[src/rtl/oam_line_eval.sv]
// Object attribute memory with a double-buffered (shadow/active) table and per-line object scan.
// Optional readback port of the shadow table: define OAM_READBACK_EN.
module oam_line_eval #(
    parameter int  NUM_OBJ  = 8,
    parameter int  SPRITE_H = 32,
    localparam int IDX_W    = $clog2(NUM_OBJ)
) (
    input  logic             clk,
    input  logic             rst_n,
    input  logic             wr_en,
    input  logic [IDX_W-1:0] wr_addr,
    input  logic [31:0]      wr_data,
    input  logic             frame_start,
    input  logic             line_start,
    input  logic [9:0]       next_y,
`ifdef OAM_READBACK_EN
    input  logic [IDX_W-1:0] rd_addr,
    output logic [31:0]      rd_data,
`endif
    output logic [31:0]      oam_data,
    output logic             obj_hit,
    output logic             overflow,
    output logic             eval_done,
    output logic             busy
);

    typedef enum logic [1:0] {
        IDLE,
        COMMIT,
        EVAL,
        DONE
    } state_t;

    localparam logic [IDX_W-1:0] LAST_IDX = IDX_W'(NUM_OBJ - 1);

    state_t           r_state;
    logic [IDX_W-1:0] r_idx;
    logic [9:0]       r_y;
    logic             r_commit_pend;
    logic             r_eval_pend;
    logic             r_found;
    logic             r_ovf;
    logic [31:0]      r_win;
    logic [31:0]      r_oam_data;
    logic             r_obj_hit;
    logic             r_overflow;
    logic             r_eval_done;
    logic [31:0]      r_shadow [NUM_OBJ];
    logic [31:0]      r_active [NUM_OBJ];

    logic [31:0]      w_entry;
    logic [10:0]      w_pos_y;
    logic [10:0]      w_line_y;
    logic             w_hit;
    logic             w_last;
    logic             w_commit_req;
    logic             w_eval_req;
    logic             w_found_n;
    logic             w_ovf_n;
    logic [31:0]      w_win_n;

    // 11-bit compare so objects near the bottom of the 10-bit range do not wrap.
    assign w_entry   = r_active[r_idx];
    assign w_pos_y   = {1'b0, w_entry[17:8]};
    assign w_line_y  = {1'b0, r_y};
    assign w_hit     = w_entry[28] && (w_pos_y <= w_line_y)
                       && (w_line_y < (w_pos_y + 11'(SPRITE_H)));
    assign w_last    = (r_idx == LAST_IDX);
    assign w_found_n = r_found | w_hit;
    assign w_ovf_n   = r_ovf | (r_found & w_hit);
    assign w_win_n   = (!r_found && w_hit) ? w_entry : r_win;

    assign w_commit_req = r_commit_pend | frame_start;
    assign w_eval_req   = r_eval_pend | line_start;

    always_ff @(posedge clk or negedge rst_n) begin
        if (!rst_n) begin
            for (int unsigned i = 0; i < NUM_OBJ; i++) r_shadow[i] <= '0;
        end else if (wr_en) begin
            r_shadow[wr_addr] <= wr_data;
        end
    end

    always_ff @(posedge clk or negedge rst_n) begin
        if (!rst_n) begin
            r_state       <= IDLE;
            r_idx         <= '0;
            r_y           <= '0;
            r_commit_pend <= 1'b0;
            r_eval_pend   <= 1'b0;
            r_found       <= 1'b0;
            r_ovf         <= 1'b0;
            r_win         <= '0;
            r_oam_data    <= '0;
            r_obj_hit     <= 1'b0;
            r_overflow    <= 1'b0;
            r_eval_done   <= 1'b0;
            for (int unsigned i = 0; i < NUM_OBJ; i++) r_active[i] <= '0;
        end else begin
            r_eval_done <= 1'b0;
            if (line_start) r_y <= next_y;

            unique case (r_state)
                IDLE, DONE: begin
                    r_idx <= '0;
                    if (w_commit_req) begin
                        r_state       <= COMMIT;
                        r_commit_pend <= 1'b0;
                        r_eval_pend   <= w_eval_req;
                    end else if (w_eval_req) begin
                        r_state     <= EVAL;
                        r_eval_pend <= 1'b0;
                        r_found     <= 1'b0;
                        r_ovf       <= 1'b0;
                        r_win       <= '0;
                    end else begin
                        r_state <= IDLE;
                    end
                end

                COMMIT: begin
                    // Copy reads the pre-edge shadow, so a same-cycle write lands next frame.
                    r_active[r_idx] <= r_shadow[r_idx];
                    if (line_start) r_eval_pend <= 1'b1;
                    if (w_last) begin
                        r_idx <= '0;
                        if (w_eval_req) begin
                            r_state     <= EVAL;
                            r_eval_pend <= 1'b0;
                            r_found     <= 1'b0;
                            r_ovf       <= 1'b0;
                            r_win       <= '0;
                        end else begin
                            r_state <= IDLE;
                        end
                    end else begin
                        r_idx <= r_idx + IDX_W'(1);
                    end
                end

                EVAL: begin
                    if (frame_start) r_commit_pend <= 1'b1;
                    if (line_start) begin
                        r_idx   <= '0;
                        r_found <= 1'b0;
                        r_ovf   <= 1'b0;
                        r_win   <= '0;
                    end else if (w_last) begin
                        // Results of the final entry go straight to the outputs on entry to DONE.
                        r_state     <= DONE;
                        r_idx       <= '0;
                        r_found     <= w_found_n;
                        r_ovf       <= w_ovf_n;
                        r_win       <= w_win_n;
                        r_oam_data  <= w_win_n;
                        r_obj_hit   <= w_found_n;
                        r_overflow  <= w_ovf_n;
                        r_eval_done <= 1'b1;
                    end else begin
                        r_idx   <= r_idx + IDX_W'(1);
                        r_found <= w_found_n;
                        r_ovf   <= w_ovf_n;
                        r_win   <= w_win_n;
                    end
                end

                default: r_state <= IDLE;
            endcase
        end
    end

`ifdef OAM_READBACK_EN
    logic [31:0] r_rd_data;

    always_ff @(posedge clk or negedge rst_n) begin
        if (!rst_n) r_rd_data <= '0;
        else        r_rd_data <= r_shadow[rd_addr];
    end

    assign rd_data = r_rd_data;
`endif

    assign oam_data  = r_oam_data;
    assign obj_hit   = r_obj_hit;
    assign overflow  = r_overflow;
    assign eval_done = r_eval_done;
    assign busy      = (r_state != IDLE);

endmodule
[config.mk]
export PLATFORM = sky130hd
export DESIGN_NAME = oam_line_eval
export DESIGN_NICKNAME = d
export VERILOG_FILES = /design/src/rtl/oam_line_eval.sv
export SDC_FILE = /design/constraint.sdc
export NUM_CORES = 1
export LEC_CHECK = 0
export CAP_MARGIN = 30
export CORE_MARGIN = 1.5
export CORE_UTILIZATION = 29
export CTS_CLUSTER_DIAMETER = 50
export DETAILED_ROUTE_END_ITERATION = 10
export PLACE_DENSITY = 0.41
export SLEW_MARGIN = 0
export SYNTH_ARGS = -nofsm -noshare
export SYNTH_HDL_FRONTEND = slang
export SYNTH_SLANG_ARGS = --single-unit
[constraint.sdc]
create_clock -name clk -period 10.6 [get_ports clk]
set_clock_uncertainty 0.1 [all_clocks]
set_input_delay 1.59 -clock clk [delete_from_list [all_inputs] [get_ports clk]]
set_output_delay 1.59 -clock clk [all_outputs]
set_load 0.005 [all_outputs]
### After elaboration in Yosys (flattened, before gate mapping)

Cells that the tools add are included.

* add/sub/neg operators: 2
* magnitude comparators: 6
* eq/ne operators: 11
* multiplexer cells: 49
* bitwise logic cells: 8
* reductions and logical operators: 16

Operators with widths (count)
* bitwise mux 256 bit: 2
* two-way mux 32 bit: 11
* binary-select mux 32 bit (select 3 bit): 2
* demux 32 bit (select 3 bit): 2
* one-hot mux 32 bit (3 select lines): 1
* two-way mux 1 bit: 18
* != test 2 bit, second input constant: 6
* adder 10 x 6 -> 11 bit, second input constant: 1
* less-than comparator 10 x 11 -> 1 bit: 1
* <= comparator 10 bit: 1
* two-way mux 2 bit: 5
* one-hot mux 3 bit (3 select lines): 1
* AND reduction 3 bit: 3
* >= comparator 4 bit, second input constant: 2
* less-than comparator 4 x 1 -> 1 bit, second input constant: 2
* NOT 3 -> 4 bit: 2
* two-way mux 3 bit: 2
* one-hot mux 1 bit (3 select lines): 2
* one-hot mux 2 bit (3 select lines): 1
* nonzero test 2 bit: 3
* logical AND 1 bit: 5
* == test 2 bit, second input constant: 2
* OR 1 bit: 4
* one-hot mux 1 bit (2 select lines): 2
* other kinds (10): 11

* register bits: 598
* bits of input ports: 50
* output and inout port bits: 36
* word-level logic and storage cells: 120

### Logic depth before layout (Yosys ltp)

* depth after elaboration: 11
* gate-level depth with buffers: 20
* gate-level depth less buffers: 14

### Worst setup path before layout

OpenSTA, ideal clock, no wires.

* path type: register to register
* start: register r_idx[1]
* end: register r_oam_data[20] (netlist: oam_data[20])
* setup time: 0.123 ns
* arrival: 3.696 ns
* data required time: 10.377 ns
* setup slack: 6.681 ns
* cell stages (with the launch flop): 17
* buffers on the path: 5
* clock period less this slack: 3.919 ns
* cells stage by stage: dfrtp_1 > buf_6 > buf_6 > buf_2 > buf_2 > mux4_2 > mux2i_1 > inv_1 > ha_1 > nor2b_1 > o21a_1 > o21ai_0 > a21oi_1 > nand2b_1 > clkbuf_1 > or4_1 > o221a_2

* longest elaborated chain between the ends: 9
* elaborated cells between the ends (all ways): 13
* those cells by class: add/sub (1); order compare (2); eq/ne (1); mux (4); bitwise (1); reduce/logical (4)

Ends and longest elaborated chain
* from (decl): line 37 `logic [IDX_W-1:0] r_idx;`
* from (signal assigned): line 137 `r_idx <= r_idx + IDX_W'(1);`
* from (signal assigned): line 160 `r_idx <= r_idx + IDX_W'(1);`
* NOT 3 -> 4 bit (implied by the code): line 63 `assign w_entry = r_active[r_idx];`
* binary-select mux 32 bit (select 3 bit): line 63
* two-way mux 32 bit (implied by the code) (2 in series): line 63
* adder 10 x 6 -> 11 bit or <= comparator 10 bit (tied branches): line 67, 66
* less-than comparator 10 x 11 -> 1 bit or logical AND 1 bit (tied branches): line 67, 66
* logical AND 1 bit: line 67 `&& (w_line_y < (w_pos_y + 11'(SPRITE_H)));`
* logical AND 1 bit: line 71 `assign w_win_n = (!r_found && w_hit) ? w_entry : r_win;`
* two-way mux 32 bit: line 71
* to (signal assigned): line 155 `r_oam_data <= w_win_n;`
* to (decl): line 44 `logic [31:0] r_oam_data;`

Several ways; a longest one is shown, not always the timed one. The select of a mux whose other input is x is not followed.
A chain may end at the register's enable or synchronous reset.

### Worst setup path after layout

* start: register r_idx[1]
* end: register r_win[14]

* longest elaborated chain between the ends: 11
* elaborated cells between the ends (all ways): 16
* those cells by class: add/sub (1); order compare (2); eq/ne (2); mux (6); bitwise (1); reduce/logical (4)

Ends and longest elaborated chain
* NOT 3 -> 4 bit (implied by the code): line 63
* binary-select mux 32 bit (select 3 bit): line 63
* two-way mux 32 bit (implied by the code) (2 in series): line 63
* adder 10 x 6 -> 11 bit or <= comparator 10 bit (tied branches): line 67, 66
* less-than comparator 10 x 11 -> 1 bit or logical AND 1 bit (tied branches): line 67, 66
* logical AND 1 bit: line 67
* logical AND 1 bit: line 71
* two-way mux 32 bit: line 71
* two-way mux 32 bit: line 143 `if (line_start) begin`
* one-hot mux 32 bit (3 select lines): line 103 `unique case (r_state)`
* to (signal assigned): line 154 `r_win <= w_win_n;`
* to (signal assigned): line 163 `r_win <= w_win_n;`
* to (decl): line 43 `logic [31:0] r_win;`

Several ways; a longest one is shown, not always the timed one. The select of a mux whose other input is x is not followed.

==> reports/results.ini <==
[run_status]
status=completed

[setup_path]
required_ns=11.02
cp_cell_sequence=buf_4 > inv_1 > buf_4 > a221o_1 > o2bb2ai_2 > ha_1 > a211oi_1 > o21ai_0 > nor2_1 > a21oi_1 > nor2b_1 > nand4_1 > o22ai_1
cp-start-kind=flop
slowest_delay_ns=0.77
crit_top_cell=buf_4
crit_family=buffers and inverters
path_buf_inv=3
endpoint_kind=flop
criticalPathCategory=reg2reg
crit_arrival_ns=6.25
cp_slowest_cell=dfrtp_4
critPathMaxFanout=45

[sta]
fmax_mhz=172
hold_slack_ns=0.375
finalHoldViolCount=0
finalSetupViolations=0
relSlewSlack_pct=31.0
timing.final.max_slew_violations=0
period_needed_ns=5.82
fin_crit_sh_pct=54.9
rsz0062_at_grt=no
tightest_slew_ns=1.04
finalSetupTns_ns=0

[clocking]
clkLatencyLatePin_ns=0.65
cts-root-buf=clkbuf_16
htreeDepth=3
cts_setup_buffers=0
clkTransAtPathRegs_ns=0.06
cts_buffers=83
clock_sinks=598
ctsResizeCount=0
cts_tree=done
cts_hold_buf=0
clockBufferDepth=3

[synthesis]
synth_top_family_by_area=multiplexers
ys.flop_type=dfrtp_1
synth.avg_cell_area_um2=11.8
yosys-mux-area-fraction_pct=17.8
synth_cell_types=70
synth_edf_count=0
synth-seq-cells=598
syn_nets=2345
synthSimpleGateAreaFrac_pct=7.03
yosysWarnings=0
synthCells=2269
syn_area_mm2=0.0267
ys_seq_area_share_pct=56.1
synthXorXnorAreaFrac_pct=0.0985
async_reset_ff_share_pct=100
synth_compound_area_share_pct=14.3
synthAdderAreaFrac_pct=1.22

[route]
viasPerCell=5.07
drtAntennaViolNets=0
routed_wl_mm=78.9
drt_pass1_iterations=5
avgRoutedWirePerCell_um=22.0
routed-via-count=18200
drc=0
drtIter0Drc=1080

[placement]
dp_hpwl_mm=47.7
gp_congestion=0.767
port_buffers=85

[floorplan]
core_mm2=0.0914
initial_core_util_pct=29.2
die-width_um=306
num_io_pins=86
die_area_mm2=0.0938
rows=111
die_y_um=306

[pwr]
power_density_mw_per_mm2=250
peakVddDrop_v=0.000150
p_leak_nw=13.3

[cells_and_area]
layout_commonest_cell=dfrtp_1
area_growth_pct=19.2
layout-drive-gt1-share_pct=25.1
fin_nets=2406
final_cell_mix=dfrtp_1 (595), mux2_2 (320), nand2_1 (211), o21ai_0 (177), a21oi_1 (169)

[grt]
grt_pass1_wl_mm=122
grt_pass1_vias=19200
grt_usage_pct=17.0
antenna_found_initial=1
grt_max_degree=94
grt-ovfl-total=0

[flow_run]
drv_cap=0

[hold_path]
hold_path_class=reg2reg

registers in the layout (all words and copies together) (netlist names), 2 cells and up:
name      count
r_active    256
oam_data     32
r_win        32
r_shadow    256
r_y          10
r_idx         3
r_state       2
tightest hold or removal path, cell delays in order, from the launching register on:
cell and delay (ns):
dfrtp_1 0.33, nand2_1 0.05, o21ai_0 0.06
power by group:
| part | internal, W | leakage [nW] | total, W | switching (W) |
|---|---|---|---|---|
| sequential | 0.00274 | 7.63 | 0.00299 | 0.000243 |
| combinational | 0.000814 | 4.26 | 0.00207 | 0.00126 |
| clock | 0.00174 | 1.39 | 0.00288 | 0.00113 |
| total | 0.00530 | 13.3 | 0.00794 | 0.00263 |
area by class of cell:
type	instances	area [um2]
Fill cell	9037	59600
Sequential cell	598	15000
Multi-Input combinational cell	1458	10900
Clock buffer	110	2320
Tap cell	1186	1480
Timing Repair Buffer	144	1390
Clock inverter	43	581
Inverter	45	169
Antenna cell	2	5.00
per-stage QoR:
step / total power (W) / instance area [um2] / setup slack, ns / util, % / std cells
after floorplan: 0.00438 / 26700 / 6.68 / - / 2269
after global placement: 0.00506 / 28700 / 4.80 / 31.5 / 3422
after detailed placement: 0.00511 / 28800 / 4.69 / 31.5 / 3427
after CTS: 0.00804 / 31700 / 4.64 / 34.7 / 3580
after global routing: 0.00841 / 31800 / 4.27 / 34.8 / 3584
final: 0.00794 / 31800 / 4.78 / 34.8 / 3586
cells in the mapped netlist, types with 2 or more instances:
cell,number,area (um2)
a211o_1,3,26.3
a211oi_1,2,15.0
a21oi_1,169,846
a221o_1,6,60.1
a221oi_1,62,543
a22o_1,4,35.0
a22oi_1,48,360
a311oi_1,2,17.5
a31oi_1,2,12.5
a32o_1,19,190
and3_1,2,12.5
buf_1,8,30.0
buf_2,32,160
buf_4,9,67.6
buf_6,7,78.8
clkbuf_1,111,417
dfrtp_1,598,15000
ha_1,26,325
inv_1,44,165
mux2_1,3,33.8
mux2_2,320,3600
mux2_4,2,30.0
mux2i_1,54,541
mux4_2,24,541
nand2_1,211,792
nand2b_1,2,12.5
nand3_1,7,35.0
nand4_1,6,37.5
nand4b_1,4,35.0
nor2_1,167,627
nor2b_1,3,18.8
nor3_1,6,30.0
nor3_2,3,30.0
nor3b_1,2,15.0
o21a_1,3,22.5
o21ai_0,177,886
o221a_2,19,214
o221ai_1,7,61.3
o22a_1,18,158
o22ai_1,30,188
or2_2,6,37.5
or4_1,12,90.1
xnor2_1,2,17.5
layer usage:
| layer | up-vias | part of all wire, % | GRT usage [%] |
|---|---|---|---|
| li1 | 8373 | - | - |
| met1 | 9374 | 48 | 23.9 |
| met2 | 338 | 47 | 27.6 |
| met3 | 99 | 3.4 | 2.32 |
| met4 | 0 | 2.0 | 4.14 |
| met5 | - | 0 | 0 |
kinds of logic (layout without fill, tap and decap cells):
group,Yosys count,in the layout
AOI/OAI and AO/OA,584,584
xor gates and xnor gates,3,3
adders and majority gates,26,26
buffers and inverters,213,342
DFF,598,598
muxes,403,403
other,0,2
and+or+nand+nor,442,442
final timing paths:
path                              start       endpoint  slack, ns  cells after the start
hold reg to reg            r_active[87]   r_active[87]       0.38                      2
setup reg to reg               r_idx[1]      r_win[14]       4.78                     13
min in group asynchronous         rst_n         r_y[7]       0.88                      1
hold / removal             r_active[87]   r_active[87]       0.38                      2
setup / recovery               r_idx[1]      r_win[14]       4.78                     13
max in group asynchronous         rst_n  r_active[119]       7.36                      3
(Power assumes the default switching activity.)
